## config.mk

```make
export PLATFORM = sky130hd
export DESIGN_NAME = reg_file_sb
export DESIGN_NICKNAME = d
export VERILOG_FILES = /design/src/rtl/reg_file_sb.sv
export SDC_FILE = /design/constraint.sdc
export NUM_CORES = 2
export LEC_CHECK = 0
export CAP_MARGIN = 20
export CORE_MARGIN = 5
export CORE_UTILIZATION = 51
export DETAILED_ROUTE_END_ITERATION = 16
export PLACE_DENSITY = 0.78
export SYNTH_ARGS = -nofsm -noshare
export SYNTH_HDL_FRONTEND = slang
export SYNTH_SLANG_ARGS = --single-unit
```

## constraint.sdc

```tcl
create_clock -name clk -period 7.2 [get_ports clk]
set_input_delay 1.44 -clock clk [delete_from_list [all_inputs] [get_ports clk]]
set_output_delay 1.44 -clock clk [all_outputs]
set_load 0.02 [all_outputs]
```

## src/rtl/reg_file_sb.sv

```systemverilog
// reg_file_sb: 32-entry integer register file with bypassed read ports and a per-register pending-write scoreboard
module reg_file_sb #(
  parameter int XLEN   = 32,
  parameter int NREG   = 32,
  parameter int PEND_W = 2,
  localparam int AW    = $clog2(NREG)
) (
  input  logic            clk,
  input  logic            rst_n,
  input  logic            wr_en,
  input  logic [AW-1:0]   wr_addr,
  input  logic [XLEN-1:0] wr_data,
  input  logic [AW-1:0]   rs1_addr,
  input  logic [AW-1:0]   rs2_addr,
  output logic [XLEN-1:0] rs1_data,
  output logic [XLEN-1:0] rs2_data,
  input  logic            issue_valid,
  input  logic [AW-1:0]   issue_rd,
  output logic            issue_ready,
  input  logic            flush,
  output logic            rs1_busy,
  output logic            rs2_busy,
  output logic            stall
);
  logic [XLEN-1:0]   regs [NREG];
  logic [PEND_W-1:0] pend [NREG];
  logic [PEND_W-1:0] pend_nxt [NREG];
  logic              issue_acc;
  always_comb begin
    rs1_data    = rs1_addr == '0 ? '0 : (wr_en && wr_addr == rs1_addr) ? wr_data : regs[rs1_addr];
    rs2_data    = rs2_addr == '0 ? '0 : (wr_en && wr_addr == rs2_addr) ? wr_data : regs[rs2_addr];
    rs1_busy    = rs1_addr != '0 && pend[rs1_addr] != '0 && !(wr_en && wr_addr == rs1_addr);
    rs2_busy    = rs2_addr != '0 && pend[rs2_addr] != '0 && !(wr_en && wr_addr == rs2_addr);
    // a saturated counter only has room if the same register retires this cycle
    issue_ready = !flush && !(issue_rd != '0 && &pend[issue_rd] && !(wr_en && wr_addr == issue_rd));
    issue_acc   = issue_valid && issue_ready;
    stall       = rs1_busy || rs2_busy || (issue_valid && !issue_ready);
  end
  for (genvar g = 0; g < NREG; g++) begin : g_pend
    localparam logic [AW-1:0] ra = AW'(g);
    logic inc, dec;
    assign inc = issue_acc && issue_rd == ra;
    assign dec = wr_en && wr_addr == ra && pend[g] != '0;
    assign pend_nxt[g] = (flush || g == 0) ? '0 :
                         (inc && !dec)     ? pend[g] + 1'b1 :
                         (dec && !inc)     ? pend[g] - 1'b1 : pend[g];
  end
  always_ff @(posedge clk or negedge rst_n)
    if (!rst_n) begin
      for (int i = 0; i < NREG; i++) begin
        regs[i] <= '0;
        pend[i] <= '0;
      end
    end else begin
      if (wr_en && wr_addr != '0) regs[wr_addr] <= wr_data;
      for (int i = 0; i < NREG; i++) pend[i] <= pend_nxt[i];
    end
endmodule
```

==> results by stage <==
Yosys:
- The number of nets in the synthesized netlist is 4725.
- The synthesized design contains 0 enable-type register cells.
- The proportion of synthesized chip area in sequential cells is 45.6%.
- The register bit count reported by yosys is 1086.
- Yosys attributes the largest share of cell area to sky130_fd_sc_hd__dfrtp_1 (46%), sky130_fd_sc_hd__mux4_2 (25%), sky130_fd_sc_hd__nand2_1 (7.2%).
- The share of synthesized registers carrying an async set or reset is 100%.
- The synthesized area per cell is 12.8 um^2.
- Yosys printed 0 warnings.
- The share of the synthesized area in the top cell type is 45.6%.
- The number of unique standard cell types used by synthesis is 64.
- The synthesized area is 59600 um^2.
- The cell type contributing the most total cell area after synthesis is sky130_fd_sc_hd__dfrtp_1.
- Synthesis produced 4668 cells.
- The most instantiated flip-flop cell in the synthesis netlist is sky130_fd_sc_hd__dfrtp_1.

Routing:
- After detailed routing, the number of remaining DRC violations is 0.
- The vias per cell is 6.90.
- The number of nets with antenna violations after detailed routing is 0.
- In this run, the number of DRC markers left after iteration 0 of detailed routing was 5942.
- The total wire length after detailed routing is 185000 um.
- The first-pass iteration count of the detailed router is 8.
- The count of vias placed by the detailed router is 42716.
- Dividing the detail-routed wire length by the instance count gives 29.8 um.

Critical path:
- The origin of the worst setup path is rs1_addr[0].
- The flop-to-flop setup slack is 4.50 ns.
- STA classifies the critical path endpoint as an output port.
- The critical path ends at rs1_data[29].
- The kind of start point of the critical path is an input port.
- The critical-path maximum fanout is 65.
- The type of the worst setup path is input port to output port.
- Measured in cells, the most critical reg-to-reg path has a length of 6.
- The worst register-to-register path ends at pend[54]$_DFFE_PN0P_.
- In this run the critical register-to-register path is launched from pend[40]$_DFFE_PN0P_.
- For the worst setup path, the data arrival time is 5.20 ns.
- For the worst setup path, the data required time is 5.76 ns.

Clocking:
- The buffers inserted during post-CTS setup optimization is 0.
- The root buffer cell chosen for the clock tree is sky130_fd_sc_hd__clkbuf_16.
- TritonCTS created 110 clock buffers.
- TritonCTS built the clock tree.
- The source-to-sink clock delay at the later pin of the worst-skew pair is 0.71 ns.
- Gates resized during post-CTS repair numbered 0.
- The buffer depth of the longest clock path is 3.
- The H-tree depth reported by CTS is 3.
- The register clock-pin slew on the reported worst setup and hold paths is 0.06 ns.
- The tree built by TritonCTS fans out to 1086 sinks.
- The count of hold-fix buffers inserted at cts is 0.

Power and ir drop:
- The internal portion of total power is 12900 uW.
- The fraction of power consumed by combinational cells is 21.5%.
- The peak supply drop is 0.000210 V.
- Net switching is 28.0% of the power.
- The clock share of power is 33.7%.
- Summing internal, switching and leakage power gives 17800 uW.
- The net switching power is 5000 uW.
- The leakage power of the design is 0.0294 uW.
- Of the total power, registers draw 44.8%.
- The power density over the cells is 268 nW/um^2.

Place:
- The detailed placement HPWL is 107000 um.
- The instance area at placement is 62400 um^2.
- The routability congestion estimate from global placement is 0.878.
- Buffers placed on the I/O ports in this run total 124.

Hold path:
- Counting instances, the worst hold path has a depth of 0.
- The type of the worst min-delay path is flip-flop to flip-flop.

Finish:
- The post-route cell area is 66500 um^2.
- In the layout the commonest cells are sky130_fd_sc_hd__nand2_1 (1123), sky130_fd_sc_hd__dfrtp_1 (1086), sky130_fd_sc_hd__mux4_2 (659), sky130_fd_sc_hd__mux2_2 (370), sky130_fd_sc_hd__mux2_1 (280).
- Leaving out fill and tap cells, the most frequent cell in the layout is sky130_fd_sc_hd__nand2_1.
- Cells fill 57.2% of the core in the end.
- At the end of the flow, the number of nets in the layout was 4629.
- The post-route netlist has 30.7% of its cells at a drive strength greater than 1.
- Compared with the post-synthesis result, the final layout area differs by 11.6%.
- The fill cell instance count of the final layout is 8708.

Timing:
- In the finished design, the share of the clock period the worst path needs comes to 92.3%.
- The shortest period the worst path allows is 6.64 ns.
- The worst relative slew slack is 24.4%.
- Setup repair after global routing left no endpoint under its margin.
- The count of endpoints failing hold in the final timing report is 0.
- Adding up every negative setup slack in the final design gives 0 ns.
- The worst-case clock skew is 0.0153 ns.
- The final count of negative-setup-slack endpoints is 0.
- The highest clock rate is 0.151 GHz.
- The worst-case hold slack is 0.397 ns.
- The pin slew with the least headroom to its limit is 1.13 ns.
- The max-slew violation count is 0.

Floorplanning:
- The die width is 352 um.
- The die area is 124000 um^2.
- The die outline height is 352 um.
- Row generation in the floorplan step produced 125 rows.
- Once the floorplan was initialized, standard cells occupied 51.3% of the core.
- For this design the top-level I/O count stands at 125.
- The core region is 116000 um^2.

Global routing:
- The via count of the first global-routing pass was 43770.
- For this run, the total global-route usage over all layers was measured as 29.9%.
- The total congestion overflow is 0.
- The first-pass GRT wire length is 277000 um.
- The number of antenna violations at the first check in global routing is 3.
- Entering global routing, the biggest net connects 175 pins.

Run:
- The number of max-cap violations is 0.

Status:
- The run finished with clean final reports.
==> metal layers <==
layer,vias up,GRT usage (%),share of wire (%)
li1,16892,-,-
met1,22345,39.8,36
met2,2825,45.2,45
met3,650,9.20,13
met4,4,14.2,5.5
met5,-,0.510,0.058
==> worst min-delay path by stage <==
stage | startpoint | endpoint | slack, ns
after floorplan | regs[1000]$_DFFE_PN0P_ | regs[1000]$_DFFE_PN0P_ | 0.44
after global placement | regs[1012]$_DFFE_PN0P_ | regs[1012]$_DFFE_PN0P_ | 0.38
after detailed placement | regs[1004]$_DFFE_PN0P_ | regs[1004]$_DFFE_PN0P_ | 0.38
after CTS | regs[1006]$_DFFE_PN0P_ | regs[1006]$_DFFE_PN0P_ | 0.40
after global routing | regs[1004]$_DFFE_PN0P_ | regs[1004]$_DFFE_PN0P_ | 0.41
final | regs[1014]$_DFFE_PN0P_ | regs[1014]$_DFFE_PN0P_ | 0.40
==> area by class of cell <==
cell class	instances	area, um^2	share of cell area (%)
antenna	1	2.50	0.00376
tap	1524	1910	2.87
multi-input combinational	3098	30800	46.3
clock inverter	50	569	0.856
inverter	10	38.8	0.0583
clock buffer	153	3230	4.86
sequential	1086	27200	40.9
timing repair buffer	266	2810	4.23
==> stage by stage <==
| stage | cells | worst slack, ns |
|---|---|---|
| 2_1_floorplan | 4668 | 2.22 |
| 3_3_place_gp | 5969 | 0.610 |
| 3_5_place_dp | 5973 | 0.583 |
| 4_1_cts | 6176 | 0.578 |
| 5_1_grt | 6187 | 0.470 |
| 6_report | 6188 | 0.558 |
==> registers in the layout, indices dropped and copies added (netlist names) <==
| signal | cells |
|---|---|
| regs | 1024 |
| pend | 62 |
==> logic make-up (layout without fill, tap and decap cells) <==
group | count (synthesis) | after routing | synth area share [%]
buf+inv | 484 | 479 | 3.19
simple gates | 1494 | 1494 | 10.2
other cells | 0 | 1 | 0
flops | 1086 | 1086 | 45.6
compound gates | 221 | 221 | 2.51
mux | 1367 | 1367 | 38.2
xor+xnor | 16 | 16 | 0.235
==> Yosys cell counts, types with 15 or more instances <==
library cell / number
sky130_fd_sc_hd__clkbuf_1: 376
sky130_fd_sc_hd__o21ai_1: 21
sky130_fd_sc_hd__dfrtp_1: 1086
sky130_fd_sc_hd__a21oi_1: 48
sky130_fd_sc_hd__nand2_1: 1148
sky130_fd_sc_hd__a211oi_1: 58
sky130_fd_sc_hd__buf_1: 36
sky130_fd_sc_hd__and2_1: 16
sky130_fd_sc_hd__mux4_2: 659
sky130_fd_sc_hd__mux2_2: 370
sky130_fd_sc_hd__mux2i_1: 54
sky130_fd_sc_hd__nand3_1: 54
sky130_fd_sc_hd__mux2_1: 280
sky130_fd_sc_hd__buf_2: 61
sky130_fd_sc_hd__a31oi_1: 15
sky130_fd_sc_hd__o21ai_0: 23
sky130_fd_sc_hd__nor3_1: 20
sky130_fd_sc_hd__nor2_1: 148
sky130_fd_sc_hd__nor3b_1: 28
sky130_fd_sc_hd__a21o_1: 15
==> critical path, cell delays in order <==
cell and delay [ns]:
sky130_fd_sc_hd__buf_8 0.51, sky130_fd_sc_hd__buf_4 0.61, sky130_fd_sc_hd__mux4_2 0.58, sky130_fd_sc_hd__mux4_2 0.49, sky130_fd_sc_hd__mux2i_1 0.47, sky130_fd_sc_hd__a211oi_1 0.17
sky130_fd_sc_hd__buf_4 0.17, sky130_fd_sc_hd__clkdlybuf4s50_1 0.53
==> power by group through the flow <==
stage | clock (uW) | sequential [uW] | combinational (uW)
after global routing | 6310 | 8110 | 4100
final | 6010 | 8000 | 3830
after global placement | 0 | 7930 | 3670
after detailed placement | 0 | 8050 | 3780
after CTS | 6040 | 7960 | 3810
after floorplan | 0 | 7770 | 2760
Note: power is estimated with default switching activity, not from simulation.
